$ cat src/rtl/hdmi_pattern_pkg.sv
// hdmi_pattern_pkg: shared modes, colour constants and helpers for the HDMI pattern generator
// Contents:
//   CW              coordinate/counter width used for h/v positions and logo coordinates
//   mode_t          output mode: black, colour bars, logo, bars with keyed logo
//   ycbcr_t         one 4:2:2 colour as {Y, Cb, Cr}
//   BAR_*           the four colour-bar colours, left to right
//   BLANK_Y/C       black / blanking level
//   in_span()       true when p lies in [lo, lo+len-1], overflow-safe
package hdmi_pattern_pkg;

   localparam int CW = 13;

   typedef enum logic [1:0] {
      MODE_BLACK     = 2'd0,
      MODE_BARS      = 2'd1,
      MODE_LOGO      = 2'd2,
      MODE_BARS_LOGO = 2'd3
   } mode_t;

   typedef struct packed {
      logic [7:0] y;
      logic [7:0] cb;
      logic [7:0] cr;
   } ycbcr_t;

   localparam ycbcr_t BAR_RED   = '{y: 8'd81,  cb: 8'd90,  cr: 8'd240};
   localparam ycbcr_t BAR_GREEN = '{y: 8'd145, cb: 8'd54,  cr: 8'd34};
   localparam ycbcr_t BAR_BLUE  = '{y: 8'd41,  cb: 8'd240, cr: 8'd110};
   localparam ycbcr_t BAR_WHITE = '{y: 8'd235, cb: 8'd128, cr: 8'd128};

   localparam logic [7:0] BLANK_Y = 8'd16;
   localparam logic [7:0] BLANK_C = 8'd128;

   // one extra bit so lo+len cannot wrap for windows near the top of the coordinate range
   function automatic logic in_span(input logic [CW-1:0] p, input logic [CW-1:0] lo,
                                    input logic [CW-1:0] len);
      return ({1'b0, p} >= {1'b0, lo}) && ({1'b0, p} < ({1'b0, lo} + {1'b0, len}));
   endfunction

endpackage

$ cat src/rtl/hdmi_timing_counter.sv
// hdmi_timing_counter: raster position counters with registered sync and enable
// Ports:
//   pixel_clk, reset_n       clock, asynchronous active-low reset
//   o_h_cnt, o_v_cnt         current raster position
//   o_h_nxt, o_v_nxt         position the counters take on the next edge (look-ahead)
//   o_de, o_hs, o_vs         enable/syncs for the current position, one register stage late
//   o_first                  first pixel of frame flag, same stage as o_de
module hdmi_timing_counter
   import hdmi_pattern_pkg::*;
#(
   parameter int H_ACTIVE = 1280,
   parameter int H_FRONT  = 110,
   parameter int H_SYNC   = 40,
   parameter int H_BACK   = 220,
   parameter int V_ACTIVE = 720,
   parameter int V_FRONT  = 5,
   parameter int V_SYNC   = 5,
   parameter int V_BACK   = 20,
   parameter bit HS_POL   = 1'b1,
   parameter bit VS_POL   = 1'b1
)(
   input  logic          pixel_clk,
   input  logic          reset_n,
   output logic [CW-1:0] o_h_cnt,
   output logic [CW-1:0] o_v_cnt,
   output logic [CW-1:0] o_h_nxt,
   output logic [CW-1:0] o_v_nxt,
   output logic          o_de,
   output logic          o_hs,
   output logic          o_vs,
   output logic          o_first
);

   localparam logic [CW-1:0] HT   = CW'(H_ACTIVE + H_FRONT + H_SYNC + H_BACK);
   localparam logic [CW-1:0] VT   = CW'(V_ACTIVE + V_FRONT + V_SYNC + V_BACK);
   localparam logic [CW-1:0] HA   = CW'(H_ACTIVE);
   localparam logic [CW-1:0] VA   = CW'(V_ACTIVE);
   localparam logic [CW-1:0] HS_S = CW'(H_ACTIVE + H_FRONT);
   localparam logic [CW-1:0] HS_E = CW'(H_ACTIVE + H_FRONT + H_SYNC);
   localparam logic [CW-1:0] VS_S = CW'(V_ACTIVE + V_FRONT);
   localparam logic [CW-1:0] VS_E = CW'(V_ACTIVE + V_FRONT + V_SYNC);

   logic [CW-1:0] r_h, r_v, w_h_nxt, w_v_nxt;
   logic          w_h_wrap, w_vs_on;

   assign w_h_wrap = (r_h == HT - 1'b1);
   assign w_h_nxt  = w_h_wrap ? '0 : r_h + 1'b1;
   assign w_v_nxt  = !w_h_wrap ? r_v : (r_v == VT - 1'b1) ? '0 : r_v + 1'b1;

   // vsync edges land on the hsync leading edge of the first and last sync lines
   assign w_vs_on = ((r_v > VS_S) || ((r_v == VS_S) && (r_h >= HS_S))) &&
                    ((r_v < VS_E) || ((r_v == VS_E) && (r_h < HS_S)));

   always_ff @(posedge pixel_clk or negedge reset_n) begin
      if (!reset_n) begin
         r_h     <= '0;
         r_v     <= '0;
         o_de    <= 1'b0;
         o_hs    <= ~HS_POL;
         o_vs    <= ~VS_POL;
         o_first <= 1'b0;
      end else begin
         r_h     <= w_h_nxt;
         r_v     <= w_v_nxt;
         o_de    <= (r_h < HA) && (r_v < VA);
         o_hs    <= ((r_h >= HS_S) && (r_h < HS_E)) ? HS_POL : ~HS_POL;
         o_vs    <= w_vs_on ? VS_POL : ~VS_POL;
         o_first <= (r_h == '0) && (r_v == '0);
      end
   end

   assign o_h_cnt = r_h;
   assign o_v_cnt = r_v;
   assign o_h_nxt = w_h_nxt;
   assign o_v_nxt = w_v_nxt;

endmodule

$ cat src/rtl/hdmi_pattern_gen.sv
// hdmi_pattern_gen: YCbCr 4:2:2 test-pattern source with colour bars and a ROM logo overlay
// Ports:
//   pixel_clk, reset_n                 clock, asynchronous active-low reset
//   cfg_valid, cfg_mode,
//   cfg_logo_x, cfg_logo_y             config strobe; takes effect at the next frame start
//   logo_addr / logo_q                 external logo ROM, 1-cycle read latency
//   data_enable, hsync, vsync          video timing, aligned with the pixel data
//   data_Y, data_Cb_Cr                 luma and interleaved Cb/Cr
//   frame_start                        pulse on the first active pixel of a frame
// All outputs trail the raster counters by two register stages.
module hdmi_pattern_gen
   import hdmi_pattern_pkg::*;
#(
   parameter int H_ACTIVE = 1280,
   parameter int H_FRONT  = 110,
   parameter int H_SYNC   = 40,
   parameter int H_BACK   = 220,
   parameter int V_ACTIVE = 720,
   parameter int V_FRONT  = 5,
   parameter int V_SYNC   = 5,
   parameter int V_BACK   = 20,
   parameter bit HS_POL   = 1'b1,
   parameter bit VS_POL   = 1'b1,
   parameter int LOGO_W   = 102,
   parameter int LOGO_H   = 35,
   parameter int AW       = 12
)(
   input  logic          pixel_clk,
   input  logic          reset_n,
   input  logic          cfg_valid,
   input  logic [1:0]    cfg_mode,
   input  logic [CW-1:0] cfg_logo_x,
   input  logic [CW-1:0] cfg_logo_y,
   output logic [AW-1:0] logo_addr,
   input  logic [15:0]   logo_q,
   output logic          data_enable,
   output logic          hsync,
   output logic          vsync,
   output logic [7:0]    data_Y,
   output logic [7:0]    data_Cb_Cr,
   output logic          frame_start
);

   localparam logic [CW-1:0] HA  = CW'(H_ACTIVE);
   localparam logic [CW-1:0] VA  = CW'(V_ACTIVE);
   localparam logic [CW-1:0] LW  = CW'(LOGO_W);
   localparam logic [CW-1:0] LH  = CW'(LOGO_H);
   localparam logic [CW-1:0] BW1 = CW'(H_ACTIVE / 4);
   localparam logic [CW-1:0] BW2 = CW'(2 * (H_ACTIVE / 4));
   localparam logic [CW-1:0] BW3 = CW'(3 * (H_ACTIVE / 4));

   logic [CW-1:0] w_h, w_v, w_hn, w_vn;
   logic          w_de1, w_hs1, w_vs1, w_fs1;

   hdmi_timing_counter #(
      .H_ACTIVE (H_ACTIVE),
      .H_FRONT  (H_FRONT),
      .H_SYNC   (H_SYNC),
      .H_BACK   (H_BACK),
      .V_ACTIVE (V_ACTIVE),
      .V_FRONT  (V_FRONT),
      .V_SYNC   (V_SYNC),
      .V_BACK   (V_BACK),
      .HS_POL   (HS_POL),
      .VS_POL   (VS_POL)
   ) u_timing (
      .pixel_clk (pixel_clk),
      .reset_n   (reset_n),
      .o_h_cnt   (w_h),
      .o_v_cnt   (w_v),
      .o_h_nxt   (w_hn),
      .o_v_nxt   (w_vn),
      .o_de      (w_de1),
      .o_hs      (w_hs1),
      .o_vs      (w_vs1),
      .o_first   (w_fs1)
   );

   // configuration: shadow copy plus the copy in effect for the current frame
   mode_t         r_mode, r_s_mode, w_mode_n, r_mode1;
   logic [CW-1:0] r_lx, r_ly, r_s_lx, r_s_ly, w_lx_n, w_ly_n;
   logic          w_bound;

   // the edge entering (0,0) loads the new frame's config; a strobe on that same
   // edge is the latest one before the boundary, so it bypasses the shadow
   assign w_bound  = (w_hn == '0) && (w_vn == '0);
   assign w_mode_n = !w_bound ? r_mode : cfg_valid ? mode_t'(cfg_mode) : r_s_mode;
   assign w_lx_n   = !w_bound ? r_lx : cfg_valid ? cfg_logo_x : r_s_lx;
   assign w_ly_n   = !w_bound ? r_ly : cfg_valid ? cfg_logo_y : r_s_ly;

   always_ff @(posedge pixel_clk or negedge reset_n) begin
      if (!reset_n) begin
         r_s_mode <= MODE_BARS;
         r_s_lx   <= '0;
         r_s_ly   <= '0;
      end else if (cfg_valid) begin
         r_s_mode <= mode_t'(cfg_mode);
         r_s_lx   <= cfg_logo_x;
         r_s_ly   <= cfg_logo_y;
      end
   end

   // logo addressing runs on the look-ahead position so the ROM word for a pixel
   // arrives exactly when that pixel reaches the output stage
   logic [AW-1:0] r_row, w_row_n, w_addr_n;
   logic          w_win_n, w_win;

   assign w_win_n  = in_span(w_hn, w_lx_n, LW) && in_span(w_vn, w_ly_n, LH) &&
                     (w_hn < HA) && (w_vn < VA);
   // row base restarts on the logo's top line and steps by LOGO_W on every later line
   assign w_row_n  = (w_vn == w_ly_n) ? '0 : (w_hn == '0) ? r_row + AW'(LOGO_W) : r_row;
   assign w_addr_n = w_win_n ? w_row_n + AW'(w_hn - w_lx_n) : '0;

   always_ff @(posedge pixel_clk or negedge reset_n) begin
      if (!reset_n) begin
         r_mode    <= MODE_BARS;
         r_lx      <= '0;
         r_ly      <= '0;
         r_row     <= '0;
         logo_addr <= '0;
      end else begin
         r_mode    <= w_mode_n;
         r_lx      <= w_lx_n;
         r_ly      <= w_ly_n;
         r_row     <= w_row_n;
         logo_addr <= w_addr_n;
      end
   end

   // stage 1: bar colour and window flag for the current position
   ycbcr_t     w_bar;
   logic       r_win1;
   logic [7:0] r_by1, r_bc1;

   assign w_win = in_span(w_h, r_lx, LW) && in_span(w_v, r_ly, LH) && (w_h < HA) && (w_v < VA);
   assign w_bar = (w_h < BW1) ? BAR_RED : (w_h < BW2) ? BAR_GREEN :
                  (w_h < BW3) ? BAR_BLUE : BAR_WHITE;

   always_ff @(posedge pixel_clk or negedge reset_n) begin
      if (!reset_n) begin
         r_win1  <= 1'b0;
         r_mode1 <= MODE_BARS;
         r_by1   <= BLANK_Y;
         r_bc1   <= BLANK_C;
      end else begin
         r_win1  <= w_win;
         r_mode1 <= r_mode;
         r_by1   <= w_bar.y;
         // active lines start at h=0, so even h is Cb and every line restarts on Cb
         r_bc1   <= w_h[0] ? w_bar.cr : w_bar.cb;
      end
   end

   // stage 2: pick logo, bar or black; a zero ROM word is the transparent key in mode 3
   logic       w_logo_hit, w_bar_on;
   logic [7:0] w_y, w_c;

   assign w_logo_hit = r_win1 && ((r_mode1 == MODE_LOGO) ||
                                  ((r_mode1 == MODE_BARS_LOGO) && (logo_q != 16'h0000)));
   assign w_bar_on   = (r_mode1 == MODE_BARS) || (r_mode1 == MODE_BARS_LOGO);
   assign w_y = !w_de1 ? BLANK_Y : w_logo_hit ? logo_q[7:0]  : w_bar_on ? r_by1 : BLANK_Y;
   assign w_c = !w_de1 ? BLANK_C : w_logo_hit ? logo_q[15:8] : w_bar_on ? r_bc1 : BLANK_C;

   always_ff @(posedge pixel_clk or negedge reset_n) begin
      if (!reset_n) begin
         data_enable <= 1'b0;
         hsync       <= ~HS_POL;
         vsync       <= ~VS_POL;
         frame_start <= 1'b0;
         data_Y      <= BLANK_Y;
         data_Cb_Cr  <= BLANK_C;
      end else begin
         data_enable <= w_de1;
         hsync       <= w_hs1;
         vsync       <= w_vs1;
         frame_start <= w_fs1;
         data_Y      <= w_y;
         data_Cb_Cr  <= w_c;
      end
   end

endmodule

$ cat config.mk
export PLATFORM = sky130hd
export DESIGN_NAME = hdmi_pattern_gen
export DESIGN_NICKNAME = d
export VERILOG_FILES = /design/src/rtl/hdmi_pattern_pkg.sv /design/src/rtl/hdmi_timing_counter.sv /design/src/rtl/hdmi_pattern_gen.sv
export SDC_FILE = /design/constraint.sdc
export NUM_CORES = 1
export LEC_CHECK = 0
export ABC_AREA = 0
export BUFFER_PORTS_ARGS = -buffer_cell sky130_fd_sc_hd__buf_2
export CORE_ASPECT_RATIO = 0.6
export CORE_MARGIN = 3
export CORE_UTILIZATION = 50
export CTS_BUF_LIST = sky130_fd_sc_hd__clkbuf_8
export CTS_CLUSTER_SIZE = 10
export DETAILED_ROUTE_END_ITERATION = 7
export PLACE_DENSITY = 0.67
export SLEW_MARGIN = 15
export SYNTH_ARGS = -nofsm -noshare
export SYNTH_HDL_FRONTEND = slang
export SYNTH_SLANG_ARGS = --single-unit
$ cat constraint.sdc
create_clock -name pixel_clk -period 9.2 [get_ports pixel_clk]
set_clock_uncertainty 0.05 [all_clocks]
set_input_delay 1.38 -clock pixel_clk [delete_from_list [all_inputs] [get_ports pixel_clk]]
set_output_delay 1.38 -clock pixel_clk [all_outputs]
set_load 0.01 [all_outputs]
==> flow_metrics.tcl <==
set metrics [dict create \
    ys_seq_area_share_pct 34.97 \
    grt_pass1_vias 8029 \
    clkTransAtPathRegs_ns 0.09 \
    grt_pass1_wl_mm 45.44 \
    r2r_end "logo_addr[11]" \
    async_reset_ff_share_pct 100.0 \
    hpwl_mm 22.54 \
    avgSynthCellArea_um2 9.548 \
    wl_met1_mm 14.84 \
    drc 0 \
    synth-seq-cells 146 \
    start_util_pct 51.67 \
    r2r_start "u_timing.o_h_cnt[7]" \
    top_layer "met4" \
    holdPathEnd "vsync" \
    placedCellCount 1423 \
    end_kind "register" \
    finalSetupViolCount 0 \
    die_y_um 118.1 \
    yosysWarnings 0 \
    regArea_um2 3662 \
    max_slew_margin_pct 34.80 \
    postCtsHoldBufs 0 \
    place.port_buffers 78 \
    crit_fanout 15 \
    multi_input_area_um2 6245 \
    rows 40 \
    cts_tree "done" \
    num-nets-final 1349 \
    final_core_util_pct 56.85 \
    grt_usage_pct 26.02 \
    clkSinkCount 146 \
    first_pass_iters 5 \
    ys_top_cells_by_area "dfrtp_1, ha_1, xnor2_1" \
    nFillCells 1836 \
    total_power_mw 1.242 \
    antenna_found_initial 0 \
    core-area_um2 20270 \
    synth_cell_types 80 \
    synth_cells 1097 \
    met2_wirelength_mm 10.27 \
    final_cells 1455 \
    slew_violations 0 \
    maxCapViolations 0 \
    ir_worst_vdd_mv 0.1245 \
    min_from "u_timing.o_vs" \
    start_kind "register" \
    fin_hold_ws_ns 0.3016 \
    grt-ovfl-total 0 \
    drive_above_1_share_pct 15.74 \
    synth_edf_count 0 \
    die_area_um2 22780 \
    fmax_mhz 119.3 \
    grt_max_degree 77 \
    cts_resized 0 \
    rsz0062_at_grt "false" \
    power.density_nw_per_um2 107.8 \
    tightestPinTransition_ns 0.9697 \
    leakagePower_nw 5.665 \
    synth.largest_area_cell "dfrtp_1" \
    synthDominantCellAreaShare_pct 33.21 \
    root_buffer "clkbuf_8" \
    cp_data_required_time_ns 9.53 \
    io_pins 79 \
    place_congestion 0.9142 \
    outcome "complete, no violations" \
    r2r_slack_ns 0.82 \
    dieWidth_um 192.9 \
    fin_crit_sh_pct 91.11 \
    cp.arrival_ns 8.71 \
    drt_wl_total_mm 28.66 \
    diodes 0 \
    htree_levels 4 \
    hold_class "register to register" \
    clock_path_buffers 2 \
    area_delta_synth_final_pct 10.02 \
    path_class "register to register" \
    wl_per_cell_um 19.70 \
    via_per_inst 5.895 \
    drt_first_iter_violations 773 \
    wl_met3_mm 3.144 \
    worstSkewPairLatency_ns 0.49 \
    vias 8577 \
    holdPathStages 0 \
    slowest_delay_ns 0.83 \
    cts_made_buffers 17 \
    postCtsSetupBuffers 0 \
    setup_tns_ns 0 \
    worst_path_max_delay_cell "or4_1" \
    fin_crit_ns 8.382 \
    reg2reg_depth 28 \
    synth-main-ff-cell "dfrtp_1" \
    finalHoldViolations 0 \
    syn_nets 1277 \
    ant_nets 0 \
    syn_area_um2 10470 \
]
## final cells by class
class | instances | share of cell area (%)
clock buffers | 19 | 2.269
repair buffers | 89 | 4.159
inverters | 106 | 3.453
flip-flops and latches | 146 | 31.78
clock inverters | 13 | 1.183
well taps | 273 | 2.964
multi-input cells | 809 | 54.19
## registers in the layout, summed over array words and instances (netlist names)
| register | count |
|---|---|
| u_timing.o_de | 1 |
| frame_start | 1 |
| r_s_lx | 13 |
| r_win1 | 1 |
| r_s_ly | 13 |
| data_Cb_Cr | 8 |
| r_by1 | 6 |
| r_mode | 2 |
| u_timing.o_h_cnt | 13 |
| logo_addr | 12 |
| r_mode1 | 2 |
| data_enable | 1 |
| u_timing.o_vs | 1 |
| u_timing.o_first | 1 |
| r_bc1 | 7 |
| r_lx | 13 |
| u_timing.o_hs | 1 |
| r_ly | 13 |
| r_s_mode | 2 |
| vsync | 1 |
| data_Y | 8 |
| u_timing.o_v_cnt | 13 |
| r_row | 12 |
| hsync | 1 |
## cells in the mapped netlist (7+ instances only)
cell and instances:
mux2_2 28, mux2i_1 30, dfstp_2 7, ha_1 122
a21oi_1 41, nand3_1 33, fa_1 11, clkbuf_1 21
xor2_1 15, dfrtp_1 139, and3_1 28, a21o_1 20
nand2b_1 9, xnor2_1 58, o21a_1 20, or3_1 10
nor4_1 13, nor3_1 22, or2_2 8, o21ai_0 55
nand2_1 64, a31oi_1 7, a22o_1 10, nor2b_1 17
nor2_1 73, nand4_1 29, inv_1 102
## worst max path at each step
stage	from	end	slack, ns
after floorplan	u_timing.o_h_cnt[2]	logo_addr[11]	1.75
after global placement	u_timing.o_h_cnt[2]	logo_addr[11]	1.16
after detailed placement	u_timing.o_h_cnt[7]	logo_addr[11]	0.94
after CTS	u_timing.o_h_cnt[7]	logo_addr[11]	0.89
after global routing	u_timing.o_h_cnt[7]	logo_addr[11]	0.23
final	u_timing.o_h_cnt[7]	logo_addr[11]	0.82
## cells by family (layout without fill, tap and decap cells)
| logic type | count (synthesis) | in the layout | share of synthesized area, % |
|---|---|---|---|
| flip-flops | 146 | 146 | 34.97 |
| buffers and inverters | 142 | 227 | 5.603 |
| multiplexers | 60 | 60 | 6.116 |
| AO/OA/AOI/OAI | 211 | 211 | 13.98 |
| other | 1 | 1 | 0.03580 |
| XOR/XNOR | 74 | 74 | 6.331 |
| AND/OR/NAND/NOR | 330 | 330 | 16.29 |
| adder cells (fa/ha/maj) | 133 | 133 | 16.68 |
## layout by cell type (no fill, tap or decap), types with 19 or more instances in the layout
| cell | instances |
|---|---|
| nor2_1 | 73 |
| buf_2 | 77 |
| inv_1 | 102 |
| o21ai_0 | 55 |
| nand4_1 | 29 |
| nand2_1 | 64 |
| o21a_1 | 20 |
| a21oi_1 | 41 |
| a21o_1 | 20 |
| clkbuf_8 | 19 |
| xnor2_1 | 58 |
| mux2i_1 | 30 |
| mux2_2 | 28 |
| nor3_1 | 22 |
| ha_1 | 122 |
| dfrtp_1 | 139 |
| and3_1 | 27 |
| nand3_1 | 33 |
## metal layers
layer	up-vias	global-route usage, %
met4	0	7.003
met1	4140	43.61
met5	-	0
li1	4026	-
met3	29	6.875
met2	382	31.48
## critical path, delay by kind of cell (launching register included)
kind	cells	cell delay, ns
DFF	1	0.56
AOI/OAI and AO/OA	11	2.46
buffers and inverters	1	0.06
and+or+nand+nor	11	3.17
xor gates and xnor gates	1	0.31
muxes	1	0.46
adders and majority gates	3	1.19
## power breakdown
group / switching, mW / leakage [nW] / internal [mW]
Combinational: 0.0417 / 3.63 / 0.0241
Clock: 0.264 / 0.193 / 0.253
Sequential: 0.00426 / 1.84 / 0.654
Total: 0.310 / 5.66 / 0.932
## metrics by stage
stage,setup slack (ns),instance area (µm²)
after CTS,0.8942,11510
after floorplan,1.745,10470
final,0.8182,11520
after global routing,0.2255,11520
after detailed placement,0.9404,11110
after global placement,1.159,11110
Note: power is estimated with default switching activity, not from simulation.
